==> src/rtl/btn_pkg.sv <==
// Shared definitions for the push-button chain: classifier states, default
// timing constants and a small elaboration-time helper.
package btn_pkg;

  localparam int unsigned LONG_CYCLES_DEF = 1000;
  localparam int unsigned DOUBLE_GAP_DEF  = 250;

  typedef enum logic [2:0] {
    WAIT_REL = 3'd0,
    IDLE     = 3'd1,
    PRESS1   = 3'd2,
    WAIT2    = 3'd3,
    PRESS2   = 3'd4
  } state_t;

  function automatic int unsigned max_u(input int unsigned a, input int unsigned b);
    return (a > b) ? a : b;
  endfunction

endpackage

==> src/rtl/btn_cycle_counter.sv <==
// Loadable up-counter with a terminal-compare output, shared by all
// press_classifier states.
module btn_cycle_counter #(
  parameter int unsigned W = 8
) (
  input  logic         clk,
  input  logic         rst_n,
  input  logic         i_load,
  input  logic [W-1:0] i_load_val,
  input  logic         i_en,
  input  logic [W-1:0] i_term_val,
  output logic [W-1:0] o_count,
  output logic         o_term
);

  logic [W-1:0] r_count;

  always_ff @(posedge clk or negedge rst_n) begin
    if (!rst_n) begin
      r_count <= '0;
    end else if (i_load) begin
      r_count <= i_load_val;
    end else if (i_en) begin
      r_count <= r_count + 1'b1;
    end
  end

  assign o_count = r_count;
  assign o_term  = (r_count == i_term_val);

endmodule

==> src/rtl/press_classifier.sv <==
// Turns the debounced button level into one-cycle short / double / long
// press pulses for the control FSMs.
module press_classifier
  import btn_pkg::*;
#(
  parameter int unsigned LONG_CYCLES = LONG_CYCLES_DEF,
  parameter int unsigned DOUBLE_GAP  = DOUBLE_GAP_DEF
) (
  input  logic clk,
  input  logic rst_n,
  input  logic level,
  output logic short_press,
  output logic double_press,
  output logic long_press,
  output logic busy
);

  localparam int unsigned CW = $clog2(max_u(LONG_CYCLES, DOUBLE_GAP)) + 1;
  localparam logic [CW-1:0] LONG_TERM = CW'(LONG_CYCLES - 1);
  localparam logic [CW-1:0] GAP_TERM  = CW'(DOUBLE_GAP - 1);
  localparam logic [CW-1:0] ONE       = CW'(1);

  state_t        r_state;
  state_t        w_next;
  logic          r_short, r_double, r_long, r_busy;
  logic          w_short, w_double, w_long;
  logic          w_load, w_en, w_term;
  logic [CW-1:0] w_load_val, w_term_val, w_ctr;

  // Only PRESS1 and WAIT2 consult the terminal compare; select its bound by state.
  assign w_term_val = (r_state == PRESS1) ? LONG_TERM : GAP_TERM;

  btn_cycle_counter #(.W(CW)) u_ctr (
    .clk        (clk),
    .rst_n      (rst_n),
    .i_load     (w_load),
    .i_load_val (w_load_val),
    .i_en       (w_en),
    .i_term_val (w_term_val),
    .o_count    (w_ctr),
    .o_term     (w_term)
  );

  always_comb begin
    w_next   = r_state;
    w_short  = 1'b0;
    w_double = 1'b0;
    w_long   = 1'b0;
    w_en     = 1'b0;
    case (r_state)
      WAIT_REL: if (!level) w_next = IDLE;
      IDLE:     if (level)  w_next = PRESS1;
      PRESS1: begin
        if (!level) begin
          w_next = WAIT2;
        end else if (w_term) begin
          w_long = 1'b1;
          w_next = WAIT_REL;
        end else begin
          w_en = 1'b1;
        end
      end
      WAIT2: begin
        if (level) begin
          w_next = PRESS2;
        end else if (w_term) begin
          w_short = 1'b1;
          w_next  = IDLE;
        end else begin
          w_en = 1'b1;
        end
      end
      PRESS2: begin
        if (!level) begin
          w_double = 1'b1;
          w_next   = IDLE;
        end
      end
      default: w_next = WAIT_REL;
    endcase
  end

  // Counter is reloaded on every state change, so it can never wrap.
  assign w_load     = (w_next != r_state);
  assign w_load_val = ((w_next == PRESS1) || (w_next == WAIT2)) ? ONE : '0;

  always_ff @(posedge clk or negedge rst_n) begin
    if (!rst_n) begin
      r_state  <= WAIT_REL;
      r_short  <= 1'b0;
      r_double <= 1'b0;
      r_long   <= 1'b0;
      r_busy   <= 1'b1;
    end else begin
      r_state  <= w_next;
      r_short  <= w_short;
      r_double <= w_double;
      r_long   <= w_long;
      r_busy   <= (w_next != IDLE);
    end
  end

  assign short_press  = r_short;
  assign double_press = r_double;
  assign long_press   = r_long;
  assign busy         = r_busy;

endmodule
==> config.mk <==
export PLATFORM = sky130hd
export DESIGN_NAME = press_classifier
export DESIGN_NICKNAME = d
export VERILOG_FILES = /design/src/rtl/btn_pkg.sv /design/src/rtl/btn_cycle_counter.sv /design/src/rtl/press_classifier.sv
export SDC_FILE = /design/constraint.sdc
export NUM_CORES = 1
export LEC_CHECK = 0
export CAP_MARGIN = 20
export CORE_MARGIN = 2
export CORE_UTILIZATION = 52
export DETAILED_ROUTE_END_ITERATION = 16
export GPL_TIMING_DRIVEN = 0
export PLACE_DENSITY = 0.74
export SETUP_SLACK_MARGIN = 0.3
export SLEW_MARGIN = 15
export SYNTH_ARGS = -nofsm -noshare
export SYNTH_HDL_FRONTEND = slang
export SYNTH_SLANG_ARGS = --single-unit
==> constraint.sdc <==
create_clock -name clk -period 1.8 [get_ports clk]
set_input_delay 0.18 -clock clk [delete_from_list [all_inputs] [get_ports clk]]
set_output_delay 0.18 -clock clk [all_outputs]
set_load 0.02 [all_outputs]
* After elaboration in Yosys (flattened, before gate mapping)
Index checks and enable logic that the tools add are counted.
Operators by class: add/sub/neg operators 1, equality and inequality tests 9, mux-type cells 22, reductions and logical operators 4
Operators with widths (count):
- $mux 11 | 2
- $mux 3 | 6
- $eq 3x2->1 const B | 4
- $pmux 3 s4 | 1
- $add 11x1->11 const B | 1
- $eq 11x10->1 | 1
- $mux 1 | 11
- $mux 10 | 1
- $eq 3x1->1 const B | 1
- $eq 3x3->1 const B | 1
- $logic_not 3->1 | 1
- $ne 3x1->1 const B | 1
- $ne 3x3->1 | 1
- $pmux 1 s2 | 1
- $reduce_bool 2->1 | 1
- $reduce_or 2->1 | 1
- $logic_or 1x1->1 | 1
Word-level totals: flip-flop bits (word level) 18, output and inout port bits 4, word-level logic and storage cells 42

* Longest topological paths before layout
word-level depth 10, depth in mapped cells 7, mapped depth without buffers 5

* By module
A second synthesis with hierarchy kept.
Second synthesis, totals: cell total of the unflattened synthesis 119, area total of the unflattened synthesis 1141.1 um^2
By module, submodules not included:
- btn_cycle_counter | times used 1, cells each 84, area an instance 758.2 um^2
- press_classifier | times used 1, cells each 35, area an instance 382.9 um^2

* Worst setup path before layout
No wires, ideal clock.
path kind reg2reg, start point reg r_state[2], end point reg u_ctr.r_count[7], in the netlist u_ctr.o_count[7], setup time 0.073 ns, data arrival time 1.631 ns, path slack 0.096 ns, stages on the path, launching flop included 8, period minus slack after synthesis 1.704 ns, cells stage by stage dfrtp_1 buf_6 nor3b_2 nor4_1 o21a_1 buf_6 or4_4 a21oi_2
On the way: word-level cells in the longest chain between the ends 8, elaborated cells on any way between the ends 22
RTL lines:
- start: declaration | line press_classifier.sv:23 | state_t r_state;
- start signal: assignment | line press_classifier.sv:95 | r_state <= w_next;
- $eq 3x2->1 | line press_classifier.sv:31, press_classifier.sv:50
- $mux 10 | line press_classifier.sv:31 | assign w_term_val = (r_state == PRESS1) ? LONG_TERM : GAP_TERM;
- $eq 11x10->1 | line btn_cycle_counter.sv:29 | assign o_term = (r_count == i_term_val);
- $mux 3, on equally long branches | line press_classifier.sv:66, press_classifier.sv:56
- $mux 3, on equally long branches | line press_classifier.sv:64, press_classifier.sv:54
- $pmux 3 s4 | line press_classifier.sv:50 | case (r_state)
- $ne 3x3->1 | line press_classifier.sv:84 | assign w_load = (w_next != r_state);
- $mux 11 / $reduce_bool 2->1 (equally long branches)
- end signal: assignment | line btn_cycle_counter.sv:22 | r_count <= i_load_val;
- end signal: assignment | line btn_cycle_counter.sv:24 | r_count <= r_count + 1'b1;
- end: declaration | line btn_cycle_counter.sv:16 | logic [W-1:0] r_count;
Several ways; a longest one is shown, not always the timed one. A chain may end at the register's enable or synchronous reset.

* Final worst setup path
Ends and elaborated chain as after synthesis.

==> flow_summary.toml <==
[run_status]
status = "finished clean"

[cts]
ctsRootBufferMaster = "clkbuf_4"
htreeDepth = 1
cts_max_path_buffers = 2
clk_latency_ps = 300
cts_tree = "done"
path_clk_slew_ps = 110
cts_buffers = 3
clkSinkCount = 18
hold_buffers = 0

[synth]
yosysTopAreaCellShare_pct = 41.6
ys_warn_count = 0
synth_cell_type_count = 39
netlist_instances = 105
syn_nets = 109
synthTopCellsByArea = "dfrtp_1 (42%), a21oi_1 (6.4%), buf_6 (4.4%), nand4_1 (4.3%), o21ai_0 (2.9%)"
seq_area_frac_synth_pct = 44.2
synthesis.area_um2 = 1020
yosysTopAreaCell = "dfrtp_1"
avgSynthCellArea_um2 = 9.74
synth-seq-cells = 18

[setup_path]
cp.arrival_ps = 2010
critPathRequiredTime_ps = 2040
reg2reg_to = "u_ctr.o_count[7]"
crit_path_end_kind = "flip-flop"
slowest_stage = "or4_4"
crit_top_cell = "buf_6"
r2r_start = "r_state[2]"
path_delay_family = "simple AND/OR/NAND/NOR gates"
r2r_slack_ps = 20
max_stage_delay_ps = 470
start_kind = "flip-flop"
r2r_cells = 7
crit_fanout = 8
crit_chain = "buf_6 -> nor3b_4 -> nor4_2 -> o21a_1 -> buf_6 -> or4_4 -> a21oi_2"
cp.buffers_inverters = 2
path_class = "reg2reg"
critPathLaunch = "r_state[2]"

[power]
pwr-share-clk_pct = 18.0
power.leakage_nw = 0.638
power.density_cell_area_nw_per_um2 = 929
swShare_pct = 38.6
seqPwrFrac_pct = 37.0
p_int_mw = 0.869
ir_worst_vdd_mv = 0.729
switching_power_mw = 0.547
pwr-share-comb_pct = 45.0

[floorplanning]
die_w_um = 48.3
num_rows = 16
start_util_pct = 53.7
die-area_um2 = 2340
num_io_pins = 7
core_area_um2 = 1900
die_h_um = 48.3

[cells_and_area]
register_area_um2 = 459
multiInputGateArea_um2 = 639
final_util_pct = 80.1
drive_gt1_share_pct = 47.2
fillers = 114
final_cell_mix = "buf_4 (27), dfrtp_1 (11), a21oi_1 (10)"
layout.nets = 149
final_common_cell = "buf_4"
antenna_cells = 0
syn2layout_area_growth_pct = 49.1
final_cells = 171
stdcell_area_um2 = 1520

[routing]
routedWlPerCell_um = 18.0
viasPerCell = 6.04
dr.pass1.iters = 4
post-route-drc-count = 0
vias = 1033
ant_nets = 0
drtIter0Drc = 57
drt-total-wl_um = 3080

[global_route]
track_usage_pct = 24.0
grt-ovfl-total = 0
antenna_found_initial = 0
grt_pass1_wl_um = 4310
grt_max_degree = 19
grt_pass1_vias = 913

[placement]
placement.io_buffers = 6
dp_hpwl_um = 1480
dpl_cell_area_um2 = 1150
dp.cells = 138
place.gp.congestion = 0.851

[sta]
fin_crit_sh_pct = 98.8
setup_violations = 0
tightestPinTransition_ps = 828
finalCriticalPeriod_ps = 1780
rsz0062_at_grt = "yes"
finClkSkew_ps = 1.16
hold_viol = 0
slew_viol_final = 0
fmax_mhz = 563
slew-limit-headroom_pct = 44.6
holdWs_ps = 347

[hold_path]
hold_path.class = "in2async"

[job]
drv_cap = 0
## layer usage
metal	GRT usage, %	up-vias	part of all wire [%]
met3	3.70	10	5.9
met2	39.4	56	49
met5	0	-	0
met1	33.7	499	43
met4	5.71	0	2.2
li1	-	468	-
## power by group through the flow
stage	logic (mW)	clock network [mW]	registers, mW
2_1_floorplan	0.329	0	0.519
3_3_place_gp	0.422	0	0.518
3_5_place_dp	0.434	0	0.520
4_1_cts	0.539	0.254	0.516
5_1_grt	0.680	0.286	0.525
6_report	0.637	0.255	0.524
## stage by stage
step | power [mW] | TNS [ps] | worst slack (ps)
after CTS | 1.31 | 0 | 49.7
after global routing | 1.49 | -94.7 | -43.7
after detailed placement | 0.955 | -481 | -135
after global placement | 0.940 | -313 | -117
after floorplan | 0.847 | 0 | 142
final | 1.42 | 0 | 22.5
## state kept, by name, indices dropped and copies added, names as in the netlist
name / flops
double_press: 1
long_press: 1
u_ctr.o_count: 11
r_state: 3
short_press: 1
busy: 1
## kinds of logic (layout without fill, tap and decap cells)
family          Yosys count  in the layout  share of synthesized area (%)
compound gates           29             29                           16.8
buf+inv                   8             47                           5.87
fa+ha+maj                 1              1                           1.22
xor+xnor                  4              4                           4.16
flops                    18             18                           44.2
simple gates             45             45                           27.8
## synthesized netlist by cell type
cell        n
a21oi_1    13
a21oi_2     1
o31ai_1     2
a2111oi_1   1
o21a_1      1
dfstp_2     1
clkbuf_1    1
or3_1       1
and3_2      1
xor2_1      3
nor3b_2     1
nand2_1     6
nor4_1      3
inv_1       3
or4_4       1
o22ai_1     1
nor4b_1     1
o21ai_1     1
or2_2       1
nor2_1      5
a21o_2      1
dfrtp_1    17
nand4_1     7
o21ai_0     6
nand3b_1    1
or3_2       1
xnor2_2     1
and2_1      3
o22a_1      1
nand2b_4    1
buf_6       4
nor2_8      1
a31oi_1     1
or4_1       1
nand3_1     5
nor2b_1     1
ha_1        1
or2_1       1
nor3_1      3
## final cells by class
| cell class | instances | share of cell area [%] |
|---|---|---|
| plain buffers | 5 | 3.20 |
| multi-input cells | 79 | 42.0 |
| inverters | 3 | 0.739 |
| clock buffers | 4 | 2.38 |
| repair buffers | 35 | 19.4 |
| flip-flops and latches | 18 | 30.1 |
| well taps | 27 | 2.22 |
## worst max path at each step
stage	end	slack [ps]	cells after the start
floorplan	u_ctr.o_count[7]	140	7
global placement	u_ctr.o_count[7]	-120	6
detailed placement	u_ctr.o_count[7]	-140	6
CTS	u_ctr.o_count[7]	50	7
global route	u_ctr.o_count[7]	-40	7
finish	u_ctr.o_count[7]	20	7
## timing repair
action / CTS / global route
cloned: 0 / 0
buffers inserted: 19 / 10
pin swaps: 10 / 9
gates resized for setup: 14 / 13
endpoints found under the hold margin: 0 / 0
setup endpoints to repair: 14 / 15
No activity file was read; power rests on OpenSTA's default activity.
